[src/rtl/alu_pkg.sv]
// Shared types for the ALU and its issue/writeback stage.
package alu_pkg;

    // ALU operating mode, driven on alu_mode
    typedef enum logic {
        ADD = 1'b0,
        SUB = 1'b1
    } alu_mode_e;

    // Command opcodes accepted by the issue stage
    typedef enum logic [1:0] {
        OP_ADD  = 2'd0,
        OP_SUB  = 2'd1,
        OP_LOAD = 2'd2,
        OP_CLRF = 2'd3
    } cmd_op_e;

    // Issue-stage FSM states
    typedef enum logic [1:0] {
        IDLE = 2'd0,
        EXEC = 2'd1,
        WB   = 2'd2
    } issue_state_e;

    // True for commands that need an ALU pass
    function automatic logic is_alu_op(cmd_op_e op);
        return (op == OP_ADD) || (op == OP_SUB);
    endfunction

endpackage

[src/rtl/alu_issue_ctrl_regfile.sv]
// Register file: one write port, two operand read ports, one debug read port.
module alu_regfile #(
    parameter int WORD_SIZE = 8,
    parameter int NUM_REGS  = 4,
    parameter int RA_W      = $clog2(NUM_REGS)
) (
    input  logic                 clk,
    input  logic                 rst,
    input  logic                 we_i,
    input  logic [RA_W-1:0]      waddr_i,
    input  logic [WORD_SIZE-1:0] wdata_i,
    input  logic [RA_W-1:0]      raddr1_i,
    input  logic [RA_W-1:0]      raddr2_i,
    input  logic [RA_W-1:0]      dbg_addr_i,
    output logic [WORD_SIZE-1:0] rdata1_o,
    output logic [WORD_SIZE-1:0] rdata2_o,
    output logic [WORD_SIZE-1:0] dbg_data_o
);

    logic [WORD_SIZE-1:0] mem_q [NUM_REGS];

    // Reset clears every entry; otherwise a single write per cycle
    always_ff @(posedge clk) begin
        if (rst) begin
            for (int i = 0; i < NUM_REGS; i++) begin
                mem_q[i] <= '0;
            end
        end else if (we_i) begin
            mem_q[waddr_i] <= wdata_i;
        end
    end

    // Reads are combinational with no write bypass
    assign rdata1_o   = mem_q[raddr1_i];
    assign rdata2_o   = mem_q[raddr2_i];
    assign dbg_data_o = mem_q[dbg_addr_i];

endmodule

[src/rtl/alu_issue_ctrl.sv]
// Issue/writeback stage: accepts a command, drives the ALU, retires the result
// into the register file and maintains result/status flags.
module alu_issue_ctrl
    import alu_pkg::*;
#(
    parameter int WORD_SIZE = 8,
    parameter int NUM_REGS  = 4,
    parameter int RA_W      = $clog2(NUM_REGS)
) (
    input  logic                 clk,
    input  logic                 rst,
    input  logic                 cmd_valid,
    output logic                 cmd_ready,
    input  logic [1:0]           cmd_op,
    input  logic [RA_W-1:0]      cmd_rd,
    input  logic [RA_W-1:0]      cmd_rs1,
    input  logic [RA_W-1:0]      cmd_rs2,
    input  logic [WORD_SIZE-1:0] cmd_imm,
    output logic [WORD_SIZE-1:0] alu_a,
    output logic [WORD_SIZE-1:0] alu_b,
    output logic                 alu_mode,
    input  logic [WORD_SIZE-1:0] alu_c,
    input  logic                 alu_overflow,
    output logic                 done,
    output logic [WORD_SIZE-1:0] result,
    output logic                 flag_zero,
    output logic                 flag_neg,
    output logic                 flag_ovf,
    input  logic [RA_W-1:0]      dbg_addr,
    output logic [WORD_SIZE-1:0] dbg_data
);

    issue_state_e         state_q;
    logic                 ready_q;
    logic                 done_q;
    cmd_op_e              op_q;
    logic [RA_W-1:0]      rd_q;
    logic [RA_W-1:0]      rs1_q;
    logic [RA_W-1:0]      rs2_q;
    logic [WORD_SIZE-1:0] imm_q;
    logic [WORD_SIZE-1:0] res_q;
    logic                 ovf_q;
    logic [WORD_SIZE-1:0] result_q;
    logic                 zero_q;
    logic                 neg_q;
    logic                 sticky_ovf_q;

    logic                 wr_en_d;
    logic [WORD_SIZE-1:0] wr_data_d;
    logic [WORD_SIZE-1:0] rd1_data;
    logic [WORD_SIZE-1:0] rd2_data;

    alu_regfile #(
        .WORD_SIZE (WORD_SIZE),
        .NUM_REGS  (NUM_REGS),
        .RA_W      (RA_W)
    ) u_regfile (
        .clk        (clk),
        .rst        (rst),
        .we_i       (wr_en_d),
        .waddr_i    (rd_q),
        .wdata_i    (wr_data_d),
        .raddr1_i   (rs1_q),
        .raddr2_i   (rs2_q),
        .dbg_addr_i (dbg_addr),
        .rdata1_o   (rd1_data),
        .rdata2_o   (rd2_data),
        .dbg_data_o (dbg_data)
    );

    // Writeback value and enable; CLRF never touches the register file
    always_comb begin
        wr_en_d   = (state_q == WB) && (op_q != OP_CLRF);
        wr_data_d = (op_q == OP_LOAD) ? imm_q : res_q;
    end

    // Sequencer: IDLE accepts, EXEC captures ALU output, WB retires and updates flags
    always_ff @(posedge clk) begin
        if (rst) begin
            state_q      <= IDLE;
            ready_q      <= 1'b1;
            done_q       <= 1'b0;
            result_q     <= '0;
            zero_q       <= 1'b0;
            neg_q        <= 1'b0;
            sticky_ovf_q <= 1'b0;
        end else begin
            case (state_q)
                IDLE: begin
                    if (cmd_valid) begin
                        op_q    <= cmd_op_e'(cmd_op);
                        rd_q    <= cmd_rd;
                        rs1_q   <= cmd_rs1;
                        rs2_q   <= cmd_rs2;
                        imm_q   <= cmd_imm;
                        ready_q <= 1'b0;
                        if (is_alu_op(cmd_op_e'(cmd_op))) begin
                            state_q <= EXEC;
                        end else begin
                            state_q <= WB;
                            done_q  <= 1'b1;
                        end
                    end
                end
                EXEC: begin
                    res_q   <= alu_c;
                    ovf_q   <= alu_overflow;
                    state_q <= WB;
                    done_q  <= 1'b1;
                end
                WB: begin
                    state_q <= IDLE;
                    ready_q <= 1'b1;
                    done_q  <= 1'b0;
                    if (op_q == OP_CLRF) begin
                        sticky_ovf_q <= 1'b0;
                    end else begin
                        result_q <= wr_data_d;
                        zero_q   <= (wr_data_d == '0);
                        neg_q    <= wr_data_d[WORD_SIZE-1];
                        if (is_alu_op(op_q)) begin
                            sticky_ovf_q <= sticky_ovf_q | ovf_q;
                        end
                    end
                end
                default: begin
                    state_q <= IDLE;
                    ready_q <= 1'b1;
                    done_q  <= 1'b0;
                end
            endcase
        end
    end

    // ALU operands are only driven while executing; zero otherwise
    always_comb begin
        if (state_q == EXEC) begin
            alu_a    = rd1_data;
            alu_b    = rd2_data;
            alu_mode = (op_q == OP_SUB);
        end else begin
            alu_a    = '0;
            alu_b    = '0;
            alu_mode = 1'b0;
        end
    end

    assign cmd_ready = ready_q;
    assign done      = done_q;
    assign result    = result_q;
    assign flag_zero = zero_q;
    assign flag_neg  = neg_q;
    assign flag_ovf  = sticky_ovf_q;

endmodule

[config.mk]
export PLATFORM = sky130hd
export DESIGN_NAME = alu_issue_ctrl
export DESIGN_NICKNAME = d
export VERILOG_FILES = /design/src/rtl/alu_pkg.sv /design/src/rtl/alu_issue_ctrl_regfile.sv /design/src/rtl/alu_issue_ctrl.sv
export SDC_FILE = /design/constraint.sdc
export NUM_CORES = 1
export LEC_CHECK = 0
export ABC_AREA = 1
export CORE_AREA = 2 2 107 78
export DETAILED_ROUTE_END_ITERATION = 10
export DIE_AREA = 0 0 109 80
export PLACE_DENSITY = 0.75
export SLEW_MARGIN = 20
export SYNTH_ARGS = -nofsm -noshare
export SYNTH_HDL_FRONTEND = slang
export SYNTH_SLANG_ARGS = --single-unit
[constraint.sdc]
create_clock -name clk -period 1.8 [get_ports clk]
set_input_delay 0.36 -clock clk [delete_from_list [all_inputs] [get_ports clk]]
set_output_delay 0.36 -clock clk [all_outputs]
set_load 0.01 [all_outputs]
==> metrics.md <==
| Metric | Value |
|---|---|
| Distinct cells, synth | 23 |
| Multiplexer share of the synthesized area | 0% |
| Tcrit/Tclk final | 97.9% |
| Yosys reg bits | 75 |
| Share of cells above drive strength 1 | 25.1% |
| Fill count | 637 |
| CP startpoint kind | flip-flop |
| Layout area overhead | 35.7% |
| Initial Util | roughly 46% |
| Most frequent cell after synthesis | nand2_1 |
| DP Wirelength | between 6000 and 7000 µm |
| Post-synthesis cell area | roughly 3500 µm² |
| Global-route wire length before repair | 14000 µm |
| Mapped Cells | approximately 380 |
| Via-to-Cell Ratio | 5.19 |
| Mean Syn Cell Area | 9.26 µm² |
| Max-slew headroom | 84.1% |
| Synth Area in Adders | 0% |
| Reg area | 2080 µm² |
| Multi-input logic area | 1270 µm² |
| Worst slew pin tran | about 240 ps |
| Final Skew | around 7 ps |
| Vias in the first global route | approximately 2900 |
| NumNets Final | 513 |
| Drt initial violations | between 200 and 250 |
| Worst slack, placed | -609 ps |
| Clk slew on worst S/H paths | 70 ps |
| Leakage power | about 2.1 nW |
| Yosys warns | 0 |
| Antenna viol nets, final | 0 |
| Minimum clock period | between 1500 and 2000 ps |
| RSZ-0062 raised after global routing | yes |
| Wirelength per Cell | 14.9 µm |
| WL final | 8750 µm |
| Hold crit path type | flip-flop to flip-flop |
| Post-synth top flop | edfxtp_1 |
| DIE WIDTH | ~110 µm |
| Endpoints failing setup | 0 |
| Status | completed |
| Complex-gate fraction of the synthesized area | 15.3% |
| Clock tree from TritonCTS | done |
| Worst VDD drop | 0.733 mV |
| CP Capture Type | output port |
| Largest family of logic cells by synthesized area | simple AND/OR/NAND/NOR gates |
| Synth top area cells | edfxtp_1 (48%), dfxtp_1 (10%), nand2_1 (8.7%), a21oi_1 (8.0%), inv_1 (4.6%) |
| Grt ovf | 0 |
| Synth Net Count | 413 |
| Largest net degree at the start of global routing | 33 |
| Worst path required time | approximately 1400 ps |
| CTS H-tree lvls | 3 |
| Routed via count | 3050 |
| Detailed Routing Iterations Pass 1 | 4 |
| Die ar. | 8720 µm² |
| CTS Buffer Depth | 2 |
| # DRC | 0 |
| Xor/xnor cell area share of the yosys netlist | 0% |
| Most frequent cells after synthesis | nand2_1 (82), a21oi_1 (57), edfxtp_1 (57), inv_1 (43), nor2_1 (31) |
| Top cell type's share of synthesized area | slightly below 50% |
| Insertion delay to the later sink of the worst-skew pair | 350 ps |
| Asr flop ratio synth | 0% |
| Max Cap Violations | 0 |
| Crit Path Category | flip-flop to output port |
| Achievable frequency | 567 MHz |
| Core box area | 7670 µm² |
| TritonCTS Buffers | 9 |
| Ports | slightly below 70 |
| Worst-path cell chain | buf_12, a21oi_2, o21ai_0, a21oi_1, buf_2 |
| Post-synthesis sequential area ratio | 58.4% |
| Routability cong. | around 0.92 |
| Max Transition Viols Final | 0 |
| Pwr dens | 832 nW/µm² |
| Antenna violations before repair | 0 |
| Number of flops mapped to enable cells by yosys | 57 |
| # rows | 27 |
| Antenna Cells | 0 |
| Total power | 4.01 mW |
| Final hold vios | 0 |
| CP arrival | 1400 ps |
| Clock root cell | clkbuf_8 |
| Clock Sinks | 75 |
| Gr usage total | 21.5% |
| Post-synth top area cell | edfxtp_1 |
| Port Buffers | 67 |
| Slowest CP cell | dfxtp_2 |
| CP max FO | 32 |
| Post-Synth Simple-Gate Area | 18.9% |
| Die Ht | 80 µm |
| Final WS setup | 37.7 ps |
| Largest stage delay on the critical path | 330 ps |
-- logic make-up (layout without fill, tap and decap cells) --
kind of cell / count (synthesis) / after routing
AOI/OAI and AO/OA: 99 / 99
buffers and inverters: 63 / 167
DFF: 75 / 75
and+or+nand+nor: 146 / 146
-- cells in the final DEF (no fill, tap or decap), types with 13 or more instances in the layout --
cell / n
inv_1: 40
clkdlybuf4s50_1: 40
buf_4: 32
a21oi_1: 43
dfxtp_1: 14
buf_2: 20
nor2_1: 31
edfxtp_1: 57
o211ai_1: 17
a21oi_2: 15
nand2_1: 82
o21ai_1: 13
-- area by class of cell --
cell class                      instances  share of cell area (%)
Sequential cell                        75                    43.3
Multi-Input combinational cell        245                    26.5
Timing Repair Buffer                  106                    19.3
Inverter                               46                    3.67
Clock buffer                           11                    3.15
Tap cell                              101                    2.63
Clock inverter                          4                    1.53
-- registers in the layout (all words and copies together) (netlist names), named ones only --
signal	count
state_q	2
flag_ovf	1
cmd_ready	1
ovf_q	1
flag_zero	1
result	8
res_q	8
imm_q	8
rd_q	2
op_q	2
done	1
rs1_q	2
u_regfile.mem_q	32
rs2_q	2
-- power breakdown --
group	switching, mW	total, mW	leakage [nW]	internal, mW
registers	0.0688	2.01	0.708	1.94
logic	0.287	0.547	1.29	0.261
clock network	0.601	1.45	0.115	0.848
total	0.957	4.01	2.11	3.05
-- worst max-delay path: cells and delay by family, from the launching register on --
| family | cells | cell delay (ps) |
|---|---|---|
| AOI/OAI and AO/OA | 3 | 390 |
| DFF | 1 | 330 |
| buffers and inverters | 2 | 320 |
-- metal layers --
layer | share of wire, % | track usage, % | vias to the layer above
met2 | 46 | 34.7 | 134
met4 | 2.8 | 7.18 | 0
met5 | 0 | 0 | -
met1 | 43 | 27.5 | 1399
met3 | 8.1 | 6.86 | 26
li1 | - | - | 1491
-- stage by stage --
stage          hold WS [ps]  area [µm²]  instances  TNS, ps  utilization, %
2_1_floorplan           419        3550        383        0               -
3_3_place_gp            426        4570        565    -7190            59.7
3_5_place_dp            431        4570        565    -8270            59.7
4_1_cts                 449        4770        588     -153            62.2
5_1_grt                 489        4810        588     -322            62.8
6_report                446        4810        588        0            62.8
-- path summary, 6_finish.rpt --
check,from,to,slack [ps],cells past startpoint
worst min-delay path,rs2_q[0],flip-flop,450,2
worst max register to register,state_q[1],u_regfile.mem_q[0][7],250,8
worst min register to register,rs2_q[0],flip-flop,450,2
worst max-delay path,flip-flop,alu_a[0],40,5
-- repair_timing --
action,CTS,global route
endpoints found under the setup margin,25,22
buffers inserted,8,0
gates resized for setup,95,43
pin swaps,5,9
hold buffers,0,0
(Power assumes the default switching activity.)
